--- src/rtl/pwm_led_pkg.sv ---
// rtl/pwm_led_pkg.sv - shared types and defaults for the LED breathing PWM block
package pwm_led_pkg;

  localparam int PWM_BITS_DEF = 8;
  localparam int NUM_LEDS_DEF = 4;

  typedef logic [PWM_BITS_DEF-1:0] duty_t;

  typedef enum logic {DIR_UP, DIR_DOWN} dir_t;

  // Channels are spread a quarter of the duty range apart.
  function automatic int initial_duty(input int i, input int bits = PWM_BITS_DEF);
    return i * (1 << (bits - 2));
  endfunction

endpackage

--- src/rtl/pwm_breath_channel.sv ---
// rtl/pwm_breath_channel.sv - one LED channel: triangle duty ramp and registered PWM compare
module pwm_breath_channel
  import pwm_led_pkg::*;
#(
  parameter int PWM_BITS  = PWM_BITS_DEF,
  parameter int INIT_DUTY = 0
) (
  input  logic                clk,
  input  logic                rst,
  input  logic [PWM_BITS-1:0] pwm_cnt,
  input  logic                step,
  output logic                led
);

  localparam logic [PWM_BITS-1:0] MAX  = '1;
  localparam logic [PWM_BITS-1:0] ONE  = PWM_BITS'(1);
  localparam logic [PWM_BITS-1:0] INIT = PWM_BITS'(INIT_DUTY);

  logic [PWM_BITS-1:0] duty;
  dir_t                dir;

  // The step coincides with pwm_cnt wrapping, so a new duty is first
  // compared against count 0 and never changes inside a period.
  always_ff @(posedge clk) begin
    if (rst) begin
      duty <= INIT;
      dir  <= DIR_UP;
      led  <= 1'b0;
    end else begin
      led <= (pwm_cnt < duty);
      if (step) begin
        case (dir)
          DIR_UP: begin
            if (duty == MAX) begin
              duty <= MAX - ONE;
              dir  <= DIR_DOWN;
            end else begin
              duty <= duty + ONE;
            end
          end
          DIR_DOWN: begin
            if (duty == '0) begin
              duty <= ONE;
              dir  <= DIR_UP;
            end else begin
              duty <= duty - ONE;
            end
          end
        endcase
      end
    end
  end

endmodule

--- src/rtl/pwm_led_breather.sv ---
// rtl/pwm_led_breather.sv - shared PWM timebase driving four phase-offset breathing LEDs
module pwm_led_breather
  import pwm_led_pkg::*;
#(
  parameter int PRESCALE = 1,
  parameter int PWM_BITS = PWM_BITS_DEF,
  parameter int STEP_DIV = 4,
  parameter int NUM_LEDS = NUM_LEDS_DEF
) (
  input  logic                clk,
  input  logic                rst,
  output logic [NUM_LEDS-1:0] led
);

  localparam int PS_W = (PRESCALE > 1) ? $clog2(PRESCALE) : 1;
  localparam int SD_W = (STEP_DIV > 1) ? $clog2(STEP_DIV) : 1;

  localparam logic [PS_W-1:0]     PS_LAST = PS_W'(PRESCALE - 1);
  localparam logic [SD_W-1:0]     SD_LAST = SD_W'(STEP_DIV - 1);
  localparam logic [PWM_BITS-1:0] MAX     = '1;

  logic [PS_W-1:0]     prescaler;
  logic [PWM_BITS-1:0] pwm_cnt;
  logic [SD_W-1:0]     period_cnt;
  logic                tick;
  logic                period_end;
  logic                step;

  assign tick       = (prescaler == PS_LAST);
  assign period_end = tick && (pwm_cnt == MAX);
  assign step       = period_end && (period_cnt == SD_LAST);

  always_ff @(posedge clk) begin
    if (rst) begin
      prescaler  <= '0;
      pwm_cnt    <= '0;
      period_cnt <= '0;
    end else begin
      prescaler <= tick ? '0 : prescaler + PS_W'(1);
      if (tick) begin
        pwm_cnt <= pwm_cnt + PWM_BITS'(1);
      end
      if (period_end) begin
        period_cnt <= (period_cnt == SD_LAST) ? '0 : period_cnt + SD_W'(1);
      end
    end
  end

  for (genvar i = 0; i < NUM_LEDS; i++) begin : g_ch
    pwm_breath_channel #(
      .PWM_BITS (PWM_BITS),
      .INIT_DUTY(initial_duty(i, PWM_BITS))
    ) u_ch (
      .clk    (clk),
      .rst    (rst),
      .pwm_cnt(pwm_cnt),
      .step   (step),
      .led    (led[i])
    );
  end

endmodule

--- config.mk ---
export PLATFORM = sky130hd
export DESIGN_NAME = pwm_led_breather
export DESIGN_NICKNAME = d
export VERILOG_FILES = /design/src/rtl/pwm_led_pkg.sv /design/src/rtl/pwm_breath_channel.sv /design/src/rtl/pwm_led_breather.sv
export SDC_FILE = /design/constraint.sdc
export NUM_CORES = 1
export LEC_CHECK = 0
export ABC_AREA = 1
export CORE_UTILIZATION = 40
export DETAILED_ROUTE_END_ITERATION = 7
export SLEW_MARGIN = 20
export SYNTH_ARGS = -nofsm -noshare
export SYNTH_HDL_FRONTEND = slang
export SYNTH_SLANG_ARGS = --single-unit
--- constraint.sdc ---
create_clock -name clk -period 2.98 [get_ports clk]
set_input_delay 0.447 -clock clk [delete_from_list [all_inputs] [get_ports clk]]
set_output_delay 0.447 -clock clk [all_outputs]
set_load 0.1 [all_outputs]
==> metrics.txt, run 1 <==
status completed; TritonCTS clock tree done; Setup Viol. Count Final 0; clock-pin transition on the worst setup and hold timing paths roughly 0.10 ns; core area between 9000 and 10000 sq um; Least-Margin Pin Slew 0.526 ns; Final ANT Viol Nets 0; most frequent cell after synthesis nand2_1; clock skew approximately 0.0076 ns; Max Cap Violations 0; die width approximately 100 um; CP startpoint kind flop; top cells by area, synth dfxtp_1 (24%), nand2_1 (13%), ha_1 (13%); CP max FO 26; final slew viol count 0; reg2reg start pwm_cnt[1]$_SDFFE_PP0N_; critical setup path kind reg2reg; crit path time final ~2.2 ns; worst reg-to-reg setup slack 0.74 ns; Final Total Pwr around 1.3 mW; Slew headroom between 60% and 70%; HPWL Detailed ~7.9 mm; Worst Path Arrival between 2 and 2.5 ns; gpl congestion approximately 0.84; Die Footprint around 11000 sq um; Crit Reg-Reg Endpoint g_ch[3].u_ch.duty[1]$_SDFFE_PP0P_; Top Ports 6; Filler cells about 1100; Area Growth Syn to Fin 5.03%; post-route setup TNS 0 ns; fin nets roughly 710; initial antenna violation count 0; YS warnings 0; final hold violation count 0; number of buffers created by CTS 5; Initial Util 42.0%; Power Dens Cells 287 nW/um^2; RSZ-0062 raised after global routing false; Yosys top cell by area dfxtp_1; drc violations 0; post-cts resize count 0; Cell Area, Synth ~4200 sq um; post-synthesis cell type count 33; Avg WL per Cell ~14 um; largest net degree at the start of global routing 30; port bufs 5; clock sinks a little over 50; Die H 104 um; Mapped Cells 667; Synth top area share 24.4%; CP endpoint kind flop; number of flops mapped to enable cells by yosys 0; router iterations before antenna repair 4; DR iter-0 viols 189; drt total wl around 11 mm; total global routing overflow 0; Root Driver clkbuf_8; Post-Syn Nets ~700; layout cells sized above 1 4.68%; Mean Syn Cell Area around 6.3 sq um; post-synthesis register bit count 51; GRT Util Overall between 20% and 30%; Hold-fix buffers, CTS 0; Async SR Flop Fraction 0%; Post-synth top cells nand2_1 (149), inv_1 (84), nor2_1 (73); Max Clk Rate roughly 450 MHz; Post-CTS Setup Inserts 0; via count 4230; CP Capture Point g_ch[3].u_ch.duty[1]$_SDFFE_PP0P_; Site Rows 36; Clock Latency Late Sink 0.31 ns; min-delay worst type reg2reg; VDD IR-drop max around 190 uV; CTS H-Tree Depth 2; CP required around 3.2 ns; Final Cycle Share about three quarters; # diodes 0; leakage ~2 nW; Worst Reg-to-Reg Cells 8; sequential area share after synthesis 24.4%; CTS max path bufs 2; CP startpoint pwm_cnt[1]$_SDFFE_PP0N_; drt via density between 5 and 6; vias in the first global route ~4000; ys flop type dfxtp_1; wire length of the first global-routing pass 18.6 mm
-- worst max-delay path, cell delays in order, from the launching register on --
cell and delay (ns):
dfxtp_1 0.50, ha_1 0.29, nand3_2 0.13, nor2_4 0.19, nand3_4 0.34, inv_4 0.39
nand2_1 0.08, o21ai_0 0.16, inv_1 0.05
-- worst min-delay path by stage --
| stage | to | cells after the start | start |
|---|---|---|---|
| final | period_cnt[1]$_SDFFE_PP0P_ | 2 | period_cnt[1]$_SDFFE_PP0P_ |
| after detailed placement | period_cnt[1]$_SDFFE_PP0P_ | 2 | period_cnt[1]$_SDFFE_PP0P_ |
| after floorplan | period_cnt[1]$_SDFFE_PP0P_ | 2 | period_cnt[1]$_SDFFE_PP0P_ |
| after global placement | period_cnt[1]$_SDFFE_PP0P_ | 2 | period_cnt[1]$_SDFFE_PP0P_ |
| after CTS | period_cnt[1]$_SDFFE_PP0P_ | 2 | period_cnt[1]$_SDFFE_PP0P_ |
| after global routing | period_cnt[1]$_SDFFE_PP0P_ | 2 | period_cnt[1]$_SDFFE_PP0P_ |
-- metal layers --
metal / vias up / part of all wire (%) / global-route usage, %
li1: 2173 / - / -
met1: 1958 / 47 / 27.5
met2: 84 / 47 / 35.4
met3: 15 / 4.4 / 2.38
met4: 0 / 1.5 / 6.73
met5: - / 0 / 0
-- area by class of cell --
cell class              instances  area (sq um)  share of cell area, %
well taps                     133           166                   3.79
multi-input cells             508          2710                   61.7
repair buffers                  8          62.6                   1.42
clock buffers                   8           100                   2.28
flip-flops and latches         51          1020                   23.3
inverters                      88           333                   7.58
-- cells in the final DEF, fill, tap and decap left out, drive strengths merged --
| cell type | Yosys | layout |
|---|---|---|
| nand3 | 74 | 74 |
| or2 | 3 | 3 |
| dfxtp | 51 | 51 |
| ha | 42 | 42 |
| nand2 | 149 | 149 |
| and2 | 2 | 2 |
| xnor2 | 2 | 2 |
| xor2 | 7 | 7 |
| clkbuf | 4 | 8 |
| a21oi | 61 | 61 |
| clkinv | 2 | 2 |
| o22ai | 3 | 3 |
| conb | 1 | 1 |
| o211ai | 1 | 1 |
| o21a | 1 | 1 |
| buf | 16 | 7 |
| nand4 | 11 | 11 |
| nor2 | 79 | 79 |
| clkdlybuf4s50 | 0 | 1 |
| o21ai | 63 | 63 |
| a211oi | 4 | 4 |
| inv | 86 | 86 |
| nor3 | 5 | 5 |
-- flip-flops by register name, summed over array words and instances, names as in the netlist --
signal	flops
period_cnt	2
g_ch.u_ch.dir	4
prescaler	1
pwm_cnt	8
g_ch.u_ch.duty	32
g_ch.u_ch.led	4
-- stage by stage --
step | instances | utilization (%) | setup slack (ns) | hold WS [ns] | instance area (sq um)
final | 796 | 44.1 | 0.745 | 0.479 | 4390
after global routing | 796 | 44.1 | 0.573 | 0.514 | 4390
after CTS | 796 | 44.1 | 0.732 | 0.484 | 4390
after detailed placement | 788 | 43.1 | 0.747 | 0.469 | 4290
after global placement | 788 | 43.1 | 0.786 | 0.457 | 4290
after floorplan | 667 | - | 1.41 | 0.443 | 4180
-- where the power goes --
| part | switching (mW) | total [mW] | internal, mW |
|---|---|---|---|
| logic | 0.0731 | 0.100 | 0.0273 |
| registers | 0.0113 | 0.701 | 0.690 |
| clock network | 0.246 | 0.459 | 0.213 |
| total | 0.330 | 1.26 | 0.930 |
-- kinds of logic after synthesis --
family,after synthesis,share of synthesized area (%)
and+or+nand+nor,323,33.9
AOI/OAI and AO/OA,133,16.4
buffers and inverters,108,10.8
DFF,51,24.4
adders and majority gates,42,12.6
xor gates and xnor gates,9,1.89
other,1,0.0897
Power figures use the tool's default switching activity.
==> run 2: changes to the inputs <==
Clock period 2.98 ns to 2.2 ns, I/O delays scaled along.
==> metrics.txt, run 2 (same netlist as run 1, synthesis figures left out) <==
status completed; clock-pin transition on the worst setup and hold timing paths about 0.090 ns; router iterations before antenna repair 5; number of buffers created by CTS 5; # diodes 0; gpl congestion 0.892; DP Cell Count between 700 and 800; commonest non-fill, non-tap cell in the layout nand2_1; reg2reg start pwm_cnt[0]$_SDFFE_PP0N_; Final Cycle Share between 80 and 90%; Top Ports 6; Hold-fix buffers, CTS 0; met3 Use GR 3.01%; final hold violation count 0; crit path time final between 1.5 and 2 ns; CP max FO 25; die width between 100 and 150 um; CTS max path bufs 2; commonest cells after routing, fill and taps aside nand2_1 (149), inv_1 (84), nor2_1 (73); CTS H-Tree Depth 2; met1 usage ~28%; RSZ-0062 raised after global routing false; total global routing overflow 0; worst path bufs/invs 1; Area Growth Syn to Fin 6.47%; drt total wl 10.8 mm; Setup Viol. Count Final 0; initial antenna violation count 0; drt via density ~5.2; via count ~4200; TritonCTS clock tree done; biggest regs g_ch.u_ch.duty (32), pwm_cnt (8); hold slack approximately 0.47 ns; drc violations 0; Site Rows 36; Max Cap Violations 0; Die Footprint 10900 sq um; Finished Cell Area between 4000 and 5000 sq um; GRT busiest layer met2; Hold Path Depth 2; CP max stage cell dfxtp_1; VDD IR-drop max about 240 uV; clock skew 0.0114 ns; largest net degree at the start of global routing 27; post-cts resize count 0; Avg WL per Cell around 13 um; GRT Util Overall around a fifth; Worst Path Arrival ~2.0 ns; CP endpoint kind flop; met2 Usage GRT 34.2%; pre-CTS setup slack 0.417 ns; critical path's top delay family simple AND/OR/NAND/NOR gates; DR iter-0 viols 202; Clock Latency Late Sink about 0.32 ns; leakage 2.03 nW; port bufs 5; Worst path max stage delay approximately 0.44 ns; Root Driver clkbuf_8; final slew viol count 0; layout cells sized above 1 under 10%; post-route insts no fill ~800; fin nets roughly 710; CP startpoint kind flop; Initial Util a little over two fifths; clock sinks 51; Die H 104 um; CP required approximately 2.4 ns; worst reg-to-reg setup slack about 0.4 ns; Largest register FFs 32; Crit Reg-Reg Endpoint g_ch[1].u_ch.dir$_SDFFE_PP0P_; critical setup path kind reg2reg; Hold Startpoint period_cnt[1]$_SDFFE_PP0P_; vias in the first global route 3823; HPWL Detailed between 7 and 8 mm; Hold EP period_cnt[1]$_SDFFE_PP0P_; Post-CTS Setup Inserts 0; core area approximately 10000 sq um; Worst Reg-to-Reg Cells 8; min-delay worst type reg2reg; CP Cell Sequence ha_1, nand3_2, nor2_4, nand3_4, buf_4, nand2_1, o21ai_0, o21a_1; post-route setup TNS 0 ns; Power Dens Cells just under 400 nW/um^2; final setup margin 0.405 ns; Max Clk Rate about 560 MHz; wire length of the first global-routing pass about 18 mm; DP Area 4350 sq um; Biggest register g_ch.u_ch.duty; Final ANT Viol Nets 0
-- run 2: cell count changes in the layout (fill, tap and decap cells not counted) --
cell,before,now
buf_4,7,15
-- run 2: where the power goes --
part           switching [mW]  leakage (nW)  internal [mW]  total (mW)
clock                   0.332        0.0515          0.288       0.620
sequential             0.0108         0.413          0.935       0.945
combinational           0.105          1.57         0.0427       0.148
-- run 2: per-layer routing --
layer	up-vias	part of all wire, %	routed length (um)
met4	0	1.7	179
met3	18	4.9	528
li1	2194	-	-
met5	-	0	0
met1	1895	49	5300
met2	101	44	4770
-- run 2: per-stage QoR --
stage | power [mW] | utilization, %
detailed placement | 1.12 | 43.7
finish | 1.71 | 44.7
global placement | 1.12 | 43.7
floorplan | 1.07 | -
CTS | 1.74 | 44.7
global route | 1.80 | 44.7
-- run 2: worst max path at each step --
stage,startpoint,to,slack (ns),depth (start not counted)
2_1_floorplan,pwm_cnt[1]$_SDFFE_PP0N_,g_ch[3].u_ch.duty[3]$_SDFFE_PP0P_,0.63,9
3_3_place_gp,g_ch[1].u_ch.duty[0]$_SDFFE_PP0P_,g_ch[1].u_ch.duty[6]$_SDFFE_PP1P_,0.46,9
4_1_cts,pwm_cnt[0]$_SDFFE_PP0N_,g_ch[3].u_ch.duty[1]$_SDFFE_PP0P_,0.39,8
6_report,pwm_cnt[0]$_SDFFE_PP0N_,g_ch[1].u_ch.dir$_SDFFE_PP0P_,0.40,8
3_5_place_dp,pwm_cnt[0]$_SDFFE_PP0N_,g_ch[0].u_ch.duty[5]$_SDFFE_PP0P_,0.42,8
5_1_grt,pwm_cnt[0]$_SDFFE_PP0N_,g_ch[1].u_ch.dir$_SDFFE_PP0P_,0.21,8
-- run 2: cell type report --
type                       instances  area (sq um)
fill                            1060          5500
multi-input combinational        508          2710
sequential                        51          1020
inverter                          88           333
tap                              133           166
timing repair buffer              16           123
clock buffer                       8           100
-- run 2: worst min-delay path: stages, from the launching register on --
cell and delay [ns]:
dfxtp_1 0.32, nand2_1 0.06, a21oi_1 0.05
